**config.mk**
```make
export PLATFORM = sky130hd
export DESIGN_NAME = multicycle_control_fsm_flat
export DESIGN_NICKNAME = d
export VERILOG_FILES = /design/src/rtl/multicycle_control_fsm_if.sv /design/src/rtl/multicycle_control_fsm.sv /design/src/flat_wrapper.sv
export SDC_FILE = /design/constraint.sdc
export NUM_CORES = 1
export LEC_CHECK = 0
export ABC_AREA = 1
export BUFFER_PORTS_ARGS = -buffer_cell sky130_fd_sc_hd__buf_2
export CAP_MARGIN = 40
export CORE_MARGIN = 2
export CORE_UTILIZATION = 35
export DETAILED_ROUTE_END_ITERATION = 10
export PLACE_DENSITY_LB_ADDON = 0.08
export SETUP_SLACK_MARGIN = 0.1
export SKIP_LAST_GASP = 1
export SLEW_MARGIN = 20
export SYNTH_ARGS = -nofsm -noshare
export SYNTH_HDL_FRONTEND = slang
export SYNTH_SLANG_ARGS = --single-unit
```
**constraint.sdc**
```tcl
create_clock -name clk -period 1.5 [get_ports clk]
set_input_delay 0.45 -clock clk [delete_from_list [all_inputs] [get_ports clk]]
set_output_delay 0.45 -clock clk [all_outputs]
set_load 0.02 [all_outputs]
```
**src/rtl/multicycle_control_fsm_if.sv**
```systemverilog
// multicycle_control_fsm_if: instruction/data memory handshake between the sequencer and the memories
interface multicycle_control_fsm_if;
  logic imem_req;
  logic imem_ready;
  logic dmem_req;
  logic dmem_we;
  logic dmem_ready;
  modport master (output imem_req, dmem_req, dmem_we, input imem_ready, dmem_ready);
  modport slave (input imem_req, dmem_req, dmem_we, output imem_ready, dmem_ready);
endinterface

```
**src/rtl/multicycle_control_fsm.sv**
```systemverilog
// multicycle_control_fsm: FETCH/DECODE/EXEC/MEM/WB sequencer driving datapath enables; MCYC_CTRL_PERF_EN adds retire/stall counters
module multicycle_control_fsm (
  input  logic                  clk,
  input  logic                  reset_n,
  input  logic                  start,
  input  logic                  stop_req,
  input  logic [3:0]            opcode,
  input  logic                  branch_taken,
  multicycle_control_fsm_if.master mem,
  output logic                  ir_we,
  output logic                  alu_en,
  output logic [3:0]            alu_operation_type,
  output logic [3:0]            branch_operation_type,
  output logic                  rf_we,
  output logic                  rf_wdata_sel,
  output logic                  pc_we,
  output logic [1:0]            pc_src,
  output logic                  instr_done,
  output logic                  busy,
  output logic                  panic
`ifdef MCYC_CTRL_PERF_EN
  ,
  output logic [31:0]           retired_count,
  output logic [31:0]           stall_count
`endif
);
  typedef enum logic [2:0] {IDLE, FETCH, DECODE, EXEC, MEM, WB, HALT} state_t;
  state_t     state;
  state_t     bound;
  logic [3:0] op_q;
  logic       op_br;
  assign bound = stop_req ? IDLE : FETCH;
  assign op_br = op_q inside {[4'd3:4'd5]};
  always_ff @(posedge clk or negedge reset_n)
    if (!reset_n) begin
      state <= IDLE;
      op_q  <= 4'd0;
      panic <= 1'b0;
    end else
      case (state)
        IDLE:    state <= start ? FETCH : IDLE;
        FETCH:   state <= mem.imem_ready ? DECODE : FETCH;
        DECODE: begin
          op_q  <= opcode;
          panic <= panic | (opcode >= 4'd11);
          state <= opcode >= 4'd11 ? HALT : opcode >= 4'd7 ? bound : EXEC;
        end
        EXEC:    state <= op_q == 4'd0 ? WB : op_q inside {4'd1, 4'd2} ? MEM : bound;
        MEM:     state <= !mem.dmem_ready ? MEM : op_q == 4'd1 ? WB : bound;
        WB:      state <= bound;
        default: state <= HALT;
      endcase
  // Moore decode, except fetch and store completion which must follow ready in the same cycle
  assign mem.imem_req          = state == FETCH;
  assign ir_we                 = mem.imem_req & mem.imem_ready;
  assign mem.dmem_req          = state == MEM;
  assign mem.dmem_we           = mem.dmem_req & (op_q == 4'd2);
  assign alu_en                = state == EXEC;
  assign alu_operation_type    = alu_en && op_q == 4'd0 ? 4'd1 : 4'd0;
  assign branch_operation_type = alu_en && op_br ? op_q - 4'd2 : 4'd0;
  assign rf_we                 = state == WB;
  assign rf_wdata_sel          = rf_we & (op_q == 4'd1);
  assign pc_we                 = (state == DECODE && opcode inside {[4'd7:4'd10]}) ||
                                 (alu_en && op_q inside {[4'd3:4'd6]}) ||
                                 (mem.dmem_we && mem.dmem_ready) || rf_we;
  assign pc_src                = alu_en && op_q == 4'd6 ? 2'b10 : alu_en && op_br && branch_taken ? 2'b01 : 2'b00;
  assign instr_done            = pc_we;
  assign busy                  = state != IDLE && state != HALT;
`ifdef MCYC_CTRL_PERF_EN
  logic stall;
  assign stall = (mem.imem_req & ~mem.imem_ready) | (mem.dmem_req & ~mem.dmem_ready);
  always_ff @(posedge clk or negedge reset_n)
    if (!reset_n) begin
      retired_count <= 32'd0;
      stall_count   <= 32'd0;
    end else if (busy) begin
      retired_count <= retired_count + {31'd0, instr_done};
      stall_count   <= stall_count + {31'd0, stall};
    end
`endif
endmodule

```
**src/flat_wrapper.sv**
```systemverilog
// flat-port wrapper written by rule: the top's interface ports become plain ports
module multicycle_control_fsm_flat 
  (clk, reset_n, start, stop_req, opcode, branch_taken, ir_we, alu_en, alu_operation_type, branch_operation_type, rf_we, rf_wdata_sel, pc_we, pc_src, instr_done, busy, panic, mem_imem_req, mem_dmem_req, mem_dmem_we, mem_imem_ready, mem_dmem_ready);
  multicycle_control_fsm_if mem_i ();
  input  logic clk;
  input  logic reset_n;
  input  logic start;
  input  logic stop_req;
  input  logic [3:0] opcode;
  input  logic branch_taken;
  output logic ir_we;
  output logic alu_en;
  output logic [3:0] alu_operation_type;
  output logic [3:0] branch_operation_type;
  output logic rf_we;
  output logic rf_wdata_sel;
  output logic pc_we;
  output logic [1:0] pc_src;
  output logic instr_done;
  output logic busy;
  output logic panic;
  output wire logic [$bits(mem_i.imem_req)-1:0] mem_imem_req;
  output wire logic [$bits(mem_i.dmem_req)-1:0] mem_dmem_req;
  output wire logic [$bits(mem_i.dmem_we)-1:0] mem_dmem_we;
  input wire logic [$bits(mem_i.imem_ready)-1:0] mem_imem_ready;
  input wire logic [$bits(mem_i.dmem_ready)-1:0] mem_dmem_ready;
  assign mem_imem_req = mem_i.imem_req;
  assign mem_dmem_req = mem_i.dmem_req;
  assign mem_dmem_we = mem_i.dmem_we;
  assign mem_i.imem_ready = mem_imem_ready;
  assign mem_i.dmem_ready = mem_dmem_ready;
  multicycle_control_fsm u_core (.clk(clk), .reset_n(reset_n), .start(start), .stop_req(stop_req), .opcode(opcode), .branch_taken(branch_taken), .mem(mem_i), .ir_we(ir_we), .alu_en(alu_en), .alu_operation_type(alu_operation_type), .branch_operation_type(branch_operation_type), .rf_we(rf_we), .rf_wdata_sel(rf_wdata_sel), .pc_we(pc_we), .pc_src(pc_src), .instr_done(instr_done), .busy(busy), .panic(panic));
endmodule
```
==> impl_metrics.env, run 1 <==
export IMPL_startpoint_type="flop"
export IMPL_ys_types=24
export IMPL_hold_class="in -> async"
export IMPL_cts_buffers=3
export IMPL_drt_initial_drc_count=0
export IMPL_core_rowCount=16
export IMPL_r2r_end="u_core.state[2]"
export IMPL_ctsHtreeMaxLevel=1
export IMPL_worstPathRequired_ns=1.05
export IMPL_antenna_cells=0
export IMPL_max_cap_violations=0
export IMPL_setup_viol=19
export IMPL_grt_pass1_vias=838
export IMPL_port_buffers=28
export IMPL_clock_latency_ns=0.26
export IMPL_dieWidth_um=49.3
export IMPL_yosysSeqAreaShare=0.279
export IMPL_p_total_mw=2.81
export IMPL_pwr_density_cell_nw_per_um2=2020
export IMPL_core_um2=1940
export IMPL_nNetsFinal=187
export IMPL_seqPwrFrac=0.191
export IMPL_grt_usage=0.186
export IMPL_synth_largest_area_cell="dfrtp_1"
export IMPL_sw_frac_of_total=0.469
export IMPL_reg2reg_depth=10
export IMPL_r2r_start="u_core.op_q[0]"
export IMPL_gr_usage_met1=0.220
export IMPL_yosys_warnings=0
export IMPL_endpoint="branch_operation_type[0]"
export IMPL_hpwl_mm=1.52
export IMPL_critical_path_class="reg -> out"
export IMPL_crit_path_max_incr_delay_ns=0.44
export IMPL_achievable_frequency_ghz=0.526
export IMPL_p_sw_mw=1.32
export IMPL_hold_viol=0
export IMPL_wire_per_inst_um=11.7
export IMPL_finClkSkew_ns=0.000586
export IMPL_cts_tree="done"
export IMPL_synthCells=110
export IMPL_worstPathMaxFanout=5
export IMPL_end_kind="output port"
export IMPL_worst_ep_arrival_time_ns=1.45
export IMPL_reg2reg_slack_ns=-0.03
export IMPL_drc_errors=0
export IMPL_first_pass_iters=1
export IMPL_busiest_layer="met2"
export IMPL_clock_path_buffers=2
export IMPL_cts_sinks=8
export IMPL_cts_clk_slew_worst_paths_ns=0.05
export IMPL_p_int_mw=1.49
export IMPL_slowest_stage="dfrtp_2"
export IMPL_rsz0062_at_grt="true"
export IMPL_antenna_found_initial=0
export IMPL_crit_chain="nand2_2 -> nor2_4 -> nand2_2 -> nor2_4 -> inv_4 -> nor2_2 -> buf_4"
export IMPL_grt_use_met2=0.333
export IMPL_viasPerCell=4.59
export IMPL_wl_mm=2.33
export IMPL_gp_congestion=0.802
export IMPL_yosys_top_cells_area="dfrtp_1, nand2_1, nor2_1, nand3_1, inv_1"
export IMPL_syn2layout_area_growth_pct=93.5
export IMPL_syn_area_um2=717
export IMPL_grt_first_pass_wirelength_mm=3.53
export IMPL_die_area_um2=2430
export IMPL_start_util=0.369
export IMPL_crit_start="u_core.state[0]"
export IMPL_overflow=0
export IMPL_num_io_pins=32
export IMPL_slew_viol_final=0
export IMPL_syn_area_per_cell_um2=6.52
export IMPL_final_util=0.715
export IMPL_violations="negative setup slack"
export IMPL_comb_power_share=0.749
export IMPL_clockPowerShare=0.060
export IMPL_antenna_left=0
export IMPL_status="finished, violations left"
export IMPL_met3_usage=0.0583
export IMPL_root_buffer="clkbuf_4"
export IMPL_vias=914
export IMPL_post_route_period_util=1.27
export IMPL_finalCriticalPeriod_ns=1.90
export IMPL_ys_ff_latch=8
export IMPL_total_leakage_power_nw=0.699
export IMPL_ir_drop_v=0.00124
export IMPL_fp_dieH_um=49.3
export IMPL_drive_gt1_frac=0.651
export IMPL_yosysTopAreaCellShare=0.279
export IMPL_hold_ws_ns=0.0225
export IMPL_grt_max_degree=9
export IMPL_setup_slack_ns=-0.400
-- metrics by stage --
step | setup WS, ns | instances | TNS [ns] | cell area (um^2)
2_1_floorplan | -0.116 | 112 | -0.808 | 771
3_3_place_gp | -0.178 | 182 | -1.34 | 1050
3_5_place_dp | -0.197 | 182 | -1.60 | 1050
4_1_cts | -0.380 | 194 | -5.27 | 1250
5_1_grt | -0.484 | 199 | -6.70 | 1390
6_report | -0.400 | 199 | -5.32 | 1390
-- power groups by stage --
| stage | sequential, mW | clock, mW | combinational, mW |
|---|---|---|---|
| global route | 0.556 | 0.180 | 2.28 |
| global placement | 0.479 | 0 | 1.39 |
| finish | 0.536 | 0.167 | 2.10 |
| detailed placement | 0.487 | 0 | 1.41 |
| CTS | 0.518 | 0.172 | 1.74 |
| floorplan | 0.426 | 0 | 0.954 |
-- worst max-delay path, delay by kind of cell (launching register included) --
family                 cells  cell delay [ns]
buffers and inverters      2             0.22
flip-flops                 1             0.44
AND/OR/NAND/NOR            5             0.52
-- cell type report --
cell class	instances	area (um^2)
sequential	8	208
multi-input combinational	82	558
clock buffer	3	22.5
inverter	16	68.8
tap	27	33.8
timing repair buffer	63	497
fill	170	554
-- worst min path at each step --
| stage | startpoint | endpoint | slack (ns) | depth (start not counted) |
|---|---|---|---|---|
| after floorplan | reset_n | u_core.op_q[0] | 0.15 | 0 |
| after global placement | reset_n | u_core.op_q[3] | 0.30 | 1 |
| after detailed placement | reset_n | u_core.op_q[3] | 0.30 | 1 |
| after CTS | reset_n | u_core.panic | 0.03 | 1 |
| after global routing | reset_n | u_core.panic | 0.03 | 1 |
| final | reset_n | u_core.panic | 0.02 | 1 |
-- cell families (layout without fill, tap and decap cells) --
logic type | count (synthesis) | after routing | synth area share
compound gates | 14 | 14 | 0.106
fa+ha+maj | 2 | 2 | 0.0349
buf+inv | 22 | 82 | 0.154
flops | 8 | 8 | 0.279
other cells | 1 | 3 | 0.00523
simple gates | 63 | 63 | 0.421
-- sequential cells by signal (all words and copies together) (netlist names) --
| name | cells |
|---|---|
| u_core.op_q | 4 |
| u_core.panic | 1 |
| u_core.state | 3 |
-- layout by cell type, fill, tap and decap left out, types with 3 or more instances in the layout --
cell type  count
a21oi_1        4
buf_2         13
buf_4         35
buf_6         15
clkbuf_4       3
conb_1         3
dfrtp_2        6
inv_1          8
inv_2          5
nand2_1       21
nand2_2        4
nand2_4        3
nand3_1        7
nand3_2        3
nor2_1         7
nor2_2         4
nor2_4        10
o21ai_0        4
o21ai_2        4
-- synthesized netlist by cell type --
master and number:
nand2_1 26, nor2_1 14, inv_1 11, nand3_1 9
dfrtp_1 8, o21ai_0 8, buf_4 5, nor2_2 5
a21oi_1 4, inv_2 3, ha_1 2, nand2_2 2
nor2_4 2, buf_6 1, clkinv_1 1, clkinv_2 1
conb_1 1, nand3_2 1, nand3b_1 1, nor3_2 1
nor4_1 1, o21ai_2 1, o21bai_1 1, or2_1 1
-- layer usage --
layer  part of all wire  routed length, um
met5                  0                  0
met4             0.0090                 21
met3              0.049                115
met2               0.59               1370
met1               0.35                818
-- repair_timing --
| action | CTS | global route |
|---|---|---|
| cloned | 0 | 0 |
| setup buffers | 9 | 5 |
| hold buffers | 0 | 0 |
| endpoints found under the setup margin | 17 | 19 |
| gates resized for setup | 36 | 29 |
| pin swaps | 4 | 2 |
No activity file was read; power rests on OpenSTA's default activity.
==> run 2, diff against run 1 <==
--- a/config.mk
+++ b/config.mk
@@ -18,3 +18,4 @@
 export SYNTH_ARGS = -nofsm -noshare
 export SYNTH_HDL_FRONTEND = slang
 export SYNTH_SLANG_ARGS = --single-unit
+export TNS_END_PERCENT = 50
==> run 2 against run 1 <==
  * The flow still finishes with violations (negative setup slack)
  * Wire length is 19% lower
  * Sequential cell count stayed put
  * Core utilization is 9.9 points lower
  * Cell count is 2.5% lower
  * Critical path type unchanged
  * Critical endpoint is now branch_operation_type[2]
==> impl_metrics.env, run 2 (same netlist as run 1, synthesis figures left out) <==
export IMPL_status="finished, violations left"
export IMPL_violations="negative setup slack"
export IMPL_vias=859
export IMPL_achievable_frequency_ghz=0.544
export IMPL_start_util=0.369
export IMPL_finClkSkew_ns=0.000285
export IMPL_slew_viol_final=0
export IMPL_dieWidth_um=49.3
export IMPL_port_buffers=28
export IMPL_antenna_cells=0
export IMPL_cts_tree="done"
export IMPL_final_cell_mix="buf_4, nand2_1, buf_2, nor2_2, nand3_1"
export IMPL_overflow=0
export IMPL_final_common_cell="buf_4"
export IMPL_grt_max_degree=9
export IMPL_hpwl_mm=1.52
export IMPL_setup_slack_ns=-0.337
export IMPL_reg2reg_slack_ns=0.10
export IMPL_end_kind="output port"
export IMPL_top_register="u_core.op_q"
export IMPL_hold_viol=0
export IMPL_grt_first_pass_wirelength_mm=3.28
export IMPL_worstPathMaxFanout=7
export IMPL_total_leakage_power_nw=0.644
export IMPL_largest_reg_flops=4
export IMPL_worstPathRequired_ns=1.05
export IMPL_setup_viol=17
export IMPL_p_total_mw=2.30
export IMPL_antenna_left=0
export IMPL_r2r_end="u_core.state[0]"
export IMPL_syn2layout_area_growth_pct=66.8
export IMPL_core_um2=1940
export IMPL_first_pass_iters=4
export IMPL_cts_hold_buf=0
export IMPL_rsz0062_at_grt="true"
export IMPL_grt_usage=0.172
export IMPL_num_io_pins=32
export IMPL_reg_top3="u_core.op_q x4, u_core.state x3, u_core.panic x1"
export IMPL_drive_gt1_frac=0.593
export IMPL_core_rowCount=16
export IMPL_gp_congestion=0.800
export IMPL_fp_dieH_um=49.3
export IMPL_root_buffer="clkbuf_4"
export IMPL_ctsHtreeMaxLevel=1
export IMPL_wl_mm=1.88
export IMPL_hold_class="in -> async"
export IMPL_cts_clk_slew_worst_paths_ns=0.05
export IMPL_antenna_found_initial=0
export IMPL_die_area_um2=2430
export IMPL_pwr_density_cell_nw_per_um2=1930
export IMPL_worst_ep_arrival_time_ns=1.39
export IMPL_max_cap_violations=0
export IMPL_final_area_um2=1200
export IMPL_place_area_um2=1060
export IMPL_reg2reg_depth=9
export IMPL_critical_path_class="reg -> out"
export IMPL_clock_latency_ns=0.25
export IMPL_r2r_start="u_core.op_q[1]"
export IMPL_post_route_period_util=1.22
export IMPL_grt_pass1_vias=784
export IMPL_finalCriticalPeriod_ns=1.84
export IMPL_cts_buffers=3
export IMPL_wire_per_inst_um=9.70
export IMPL_cts_sinks=8
export IMPL_clock_path_buffers=2
export IMPL_startpoint_type="flop"
export IMPL_viasPerCell=4.43
export IMPL_drc_errors=0
export IMPL_drt_initial_drc_count=10
export IMPL_nNetsFinal=182
export IMPL_ir_drop_v=0.00108
run 2: cell types whose count changed in the layout (fill, tap and decap cells not counted), sizes merged:
cell and change:
buf -5
run 2: cell type report:
| type | count | area, um^2 |
|---|---|---|
| tap | 27 | 33.8 |
| timing repair buffer | 58 | 403 |
| sequential | 8 | 206 |
| multi-input combinational | 82 | 462 |
| fill | 197 | 746 |
| inverter | 16 | 68.8 |
| clock buffer | 3 | 22.5 |
run 2: worst max path at each step:
stage / slack, ns / to / cells past startpoint / start
3_3_place_gp: -0.18 / pc_we / 8 / opcode[0]
3_5_place_dp: -0.19 / pc_we / 8 / opcode[0]
5_1_grt: -0.43 / branch_operation_type[0] / 7 / u_core.op_q[1]
4_1_cts: -0.35 / branch_operation_type[2] / 7 / u_core.state[1]
6_report: -0.34 / branch_operation_type[2] / 7 / u_core.state[1]
2_1_floorplan: -0.12 / pc_we / 7 / u_core.state[2]
run 2: repair_timing:
action | CTS | global route
gates resized for setup | 17 | 14
pin swaps | 2 | 2
setup endpoints to repair | 17 | 19
buffers inserted | 4 | 2
run 2: per-stage QoR:
step                setup TNS, ns   util  hold slack [ns]  setup WS (ns)  std cells
floorplan                  -0.787      -            0.154         -0.116        112
global placement            -1.62  0.544            0.298         -0.179        185
detailed placement          -1.72  0.544            0.302         -0.193        185
CTS                         -4.99  0.590           0.0308         -0.351        192
global route                -6.28  0.616           0.0198         -0.431        194
finish                      -4.75  0.616           0.0337         -0.337        194
run 2: per-layer routing:
metal,GRT usage,vias up,part of all wire
met1,0.196,380,0.42
met5,0,-,0
met4,0.0286,0,0
met3,0.0583,0,0.054
met2,0.311,26,0.52
li1,-,453,-
run 2: report_power, final:
| group | switching (mW) | internal (mW) | leakage [nW] |
|---|---|---|---|
| logic | 0.852 | 0.788 | 0.539 |
| registers | 0.167 | 0.335 | 0.0912 |
| clock network | 0.0708 | 0.0914 | 0.0138 |
| total | 1.09 | 1.21 | 0.644 |
run 2: critical path: stages (launching register included):
cell,delay [ns]
dfrtp_2,0.44
nand2_2,0.08
nor2_4,0.12
nand2_2,0.08
nor2_4,0.12
inv_4,0.07
nor2_2,0.12
buf_6,0.12
==> run 3, diff against run 2 <==
--- a/config.mk
+++ b/config.mk
@@ -8,8 +8,10 @@
 export ABC_AREA = 1
 export BUFFER_PORTS_ARGS = -buffer_cell sky130_fd_sc_hd__buf_2
 export CAP_MARGIN = 40
+export CELL_PAD_IN_SITES_DETAIL_PLACEMENT = 0
+export CELL_PAD_IN_SITES_GLOBAL_PLACEMENT = 2
 export CORE_MARGIN = 2
-export CORE_UTILIZATION = 35
+export CORE_UTILIZATION = 20
 export DETAILED_ROUTE_END_ITERATION = 10
 export PLACE_DENSITY_LB_ADDON = 0.08
 export SETUP_SLACK_MARGIN = 0.1
==> run 3 against run 2 <==
  * Total power is 15% higher
  * Clock skew is 0.0015 ns higher
  * The run still ends with negative setup slack left
  * Core utilization down 21 points
  * Sequential share of layout area shrank 2.3 points
  * First-iteration DRC count increased to 2.5 times the previous value
  * Die area rose by 68%
  * Hold slack worse by 0.0022 ns
  * Setup slack lost 0.039 ns
  * Non-clock buffer count rose by 10
  * Sequential power is 1% higher
  * Cell area grew 14%
==> impl_metrics.env, run 3 (same netlist as run 1, synthesis figures left out) <==
export IMPL_status="finished, violations left"
export IMPL_violations="negative setup slack"
export IMPL_fp_dieH_um=63.9
export IMPL_fill_cells=364
export IMPL_max_cap_violations=0
export IMPL_finClkSkew_ns=0.00177
export IMPL_largest_reg_flops=4
export IMPL_num_io_pins=32
export IMPL_antenna_found_initial=0
export IMPL_post_route_period_util=1.25
export IMPL_reg_top3="u_core.op_q x4, u_core.state x3, u_core.panic x1"
export IMPL_grt_first_pass_wirelength_mm=3.66
export IMPL_wl_mm=2.24
export IMPL_total_leakage_power_nw=0.702
export IMPL_place_inst=209
export IMPL_dieWidth_um=63.9
export IMPL_top_register="u_core.op_q"
export IMPL_cts_buffers=3
export IMPL_ctsHtreeMaxLevel=1
export IMPL_port_buffers=28
export IMPL_startpoint_type="flop"
export IMPL_vias=900
export IMPL_drc_errors=0
export IMPL_p_total_mw=2.66
export IMPL_cts_tree="done"
export IMPL_grt_pass1_vias=844
export IMPL_nNetsFinal=192
export IMPL_final_cell_mix="buf_4, nand2_1, buf_2, inv_1, buf_6"
export IMPL_core_um2=3390
export IMPL_wire_per_inst_um=10.0
export IMPL_end_kind="output port"
export IMPL_met3_usage=0.0106
export IMPL_slew_viol_final=0
export IMPL_cts_clk_slew_worst_paths_ns=0.05
export IMPL_critical_path_class="reg -> out"
export IMPL_antenna_cells=0
export IMPL_setup_slack_ns=-0.376
export IMPL_final_cells=223
export IMPL_setup_viol=18
export IMPL_first_pass_iters=4
export IMPL_hpwl_mm=1.81
export IMPL_cts_hold_buf=0
export IMPL_clock_path_buffers=2
export IMPL_start_util=0.212
export IMPL_grt_use_met2=0.182
export IMPL_final_common_cell="buf_4"
export IMPL_achievable_frequency_ghz=0.533
export IMPL_ir_drop_v=0.000578
export IMPL_clock_latency_ns=0.25
export IMPL_root_buffer="clkbuf_4"
export IMPL_hold_class="in -> async"
export IMPL_drive_gt1_frac=0.644
export IMPL_gp_congestion=0.715
export IMPL_die_area_um2=4080
export IMPL_worst_ep_arrival_time_ns=1.43
export IMPL_gr_usage_met1=0.155
export IMPL_grt_max_degree=9
export IMPL_pwr_density_cell_nw_per_um2=1940
export IMPL_tns_ns=-5.03
export IMPL_syn2layout_area_growth_pct=90.9
export IMPL_cts_sinks=8
export IMPL_rsz0062_at_grt="true"
export IMPL_worstPathRequired_ns=1.05
export IMPL_antenna_left=0
export IMPL_viasPerCell=4.04
export IMPL_finalCriticalPeriod_ns=1.88
export IMPL_core_rowCount=21
export IMPL_drt_initial_drc_count=25
export IMPL_hold_viol=0
export IMPL_busiest_layer="met2"
export IMPL_worstPathMaxFanout=4
export IMPL_overflow=0
export IMPL_grt_usage=0.114
-- run 3: changes by cell type in the layout (fill, tap and decap cells not counted), moves of 2 or more --
| cell | previous run | this run |
|---|---|---|
| nand2_2 | 5 | 7 |
| nor2_1 | 8 | 5 |
| nor2_2 | 10 | 8 |
| nand2_1 | 22 | 20 |
| buf_6 | 4 | 9 |
| buf_4 | 35 | 41 |
| nand3_1 | 9 | 7 |
| nor2_4 | 3 | 8 |
| nand3_2 | 1 | 3 |
-- run 3: area by class of cell --
type | instances | area (um^2) | area share
Clock buffer | 3 | 22.5 | 0.0165
Inverter | 16 | 68.8 | 0.0503
Sequential cell | 8 | 205 | 0.150
Tap cell | 46 | 57.6 | 0.0420
Multi-Input combinational cell | 82 | 515 | 0.377
Timing Repair Buffer | 68 | 499 | 0.365
-- run 3: metal layers --
layer	share of wire	vias to the layer above	wire [um]
met4	0.0067	0	15
met1	0.47	403	1050
met5	0	-	0
li1	-	473	-
met2	0.48	22	1070
met3	0.047	2	106
-- run 3: worst paths after layout --
check	from	endpoint	slack, ns	cells past startpoint
setup / recovery	u_core.op_q[2]	branch_operation_type[2]	-0.38	5
hold / removal	reset_n	u_core.op_q[3]	0.03	1
setup reg to reg	u_core.state[0]	u_core.state[1]	-0.24	11
hold reg to reg	u_core.panic	u_core.panic	0.46	1
max in group asynchronous	reset_n	u_core.state[2]	1.28	1
min in group clk	opcode[1]	u_core.op_q[1]	0.42	3
-- run 3: timing repair --
item | in CTS | in global routing
gates resized for setup | 25 | 23
setup buffers | 9 | 2
endpoints found under the setup margin | 17 | 20
pin swaps | 3 | 5
gates cloned | 0 | 0
-- run 3: through the flow --
stage               instance area, um^2   util  setup slack, ns  hold WS, ns
finish                             1370  0.404           -0.376       0.0315
global route                       1370  0.404           -0.457       0.0309
CTS                                1290  0.379           -0.380       0.0354
detailed placement                 1120  0.330           -0.238        0.308
global placement                   1120  0.330           -0.212        0.306
floorplan                           758      -           -0.116        0.154
-- run 3: worst max-delay path, stage by stage, from the launching register on --
cell and delay (ns):
dfrtp_1 0.45, inv_2 0.06, buf_4 0.13, ha_1 0.30, nor2_4 0.12, buf_6 0.12
-- run 3: report_power, final --
group | total, mW | leakage, nW | internal, mW | switching, mW
logic | 1.99 | 0.595 | 1.01 | 0.979
registers | 0.509 | 0.0923 | 0.332 | 0.177
clock network | 0.162 | 0.0138 | 0.0914 | 0.0708
total | 2.66 | 0.702 | 1.43 | 1.23
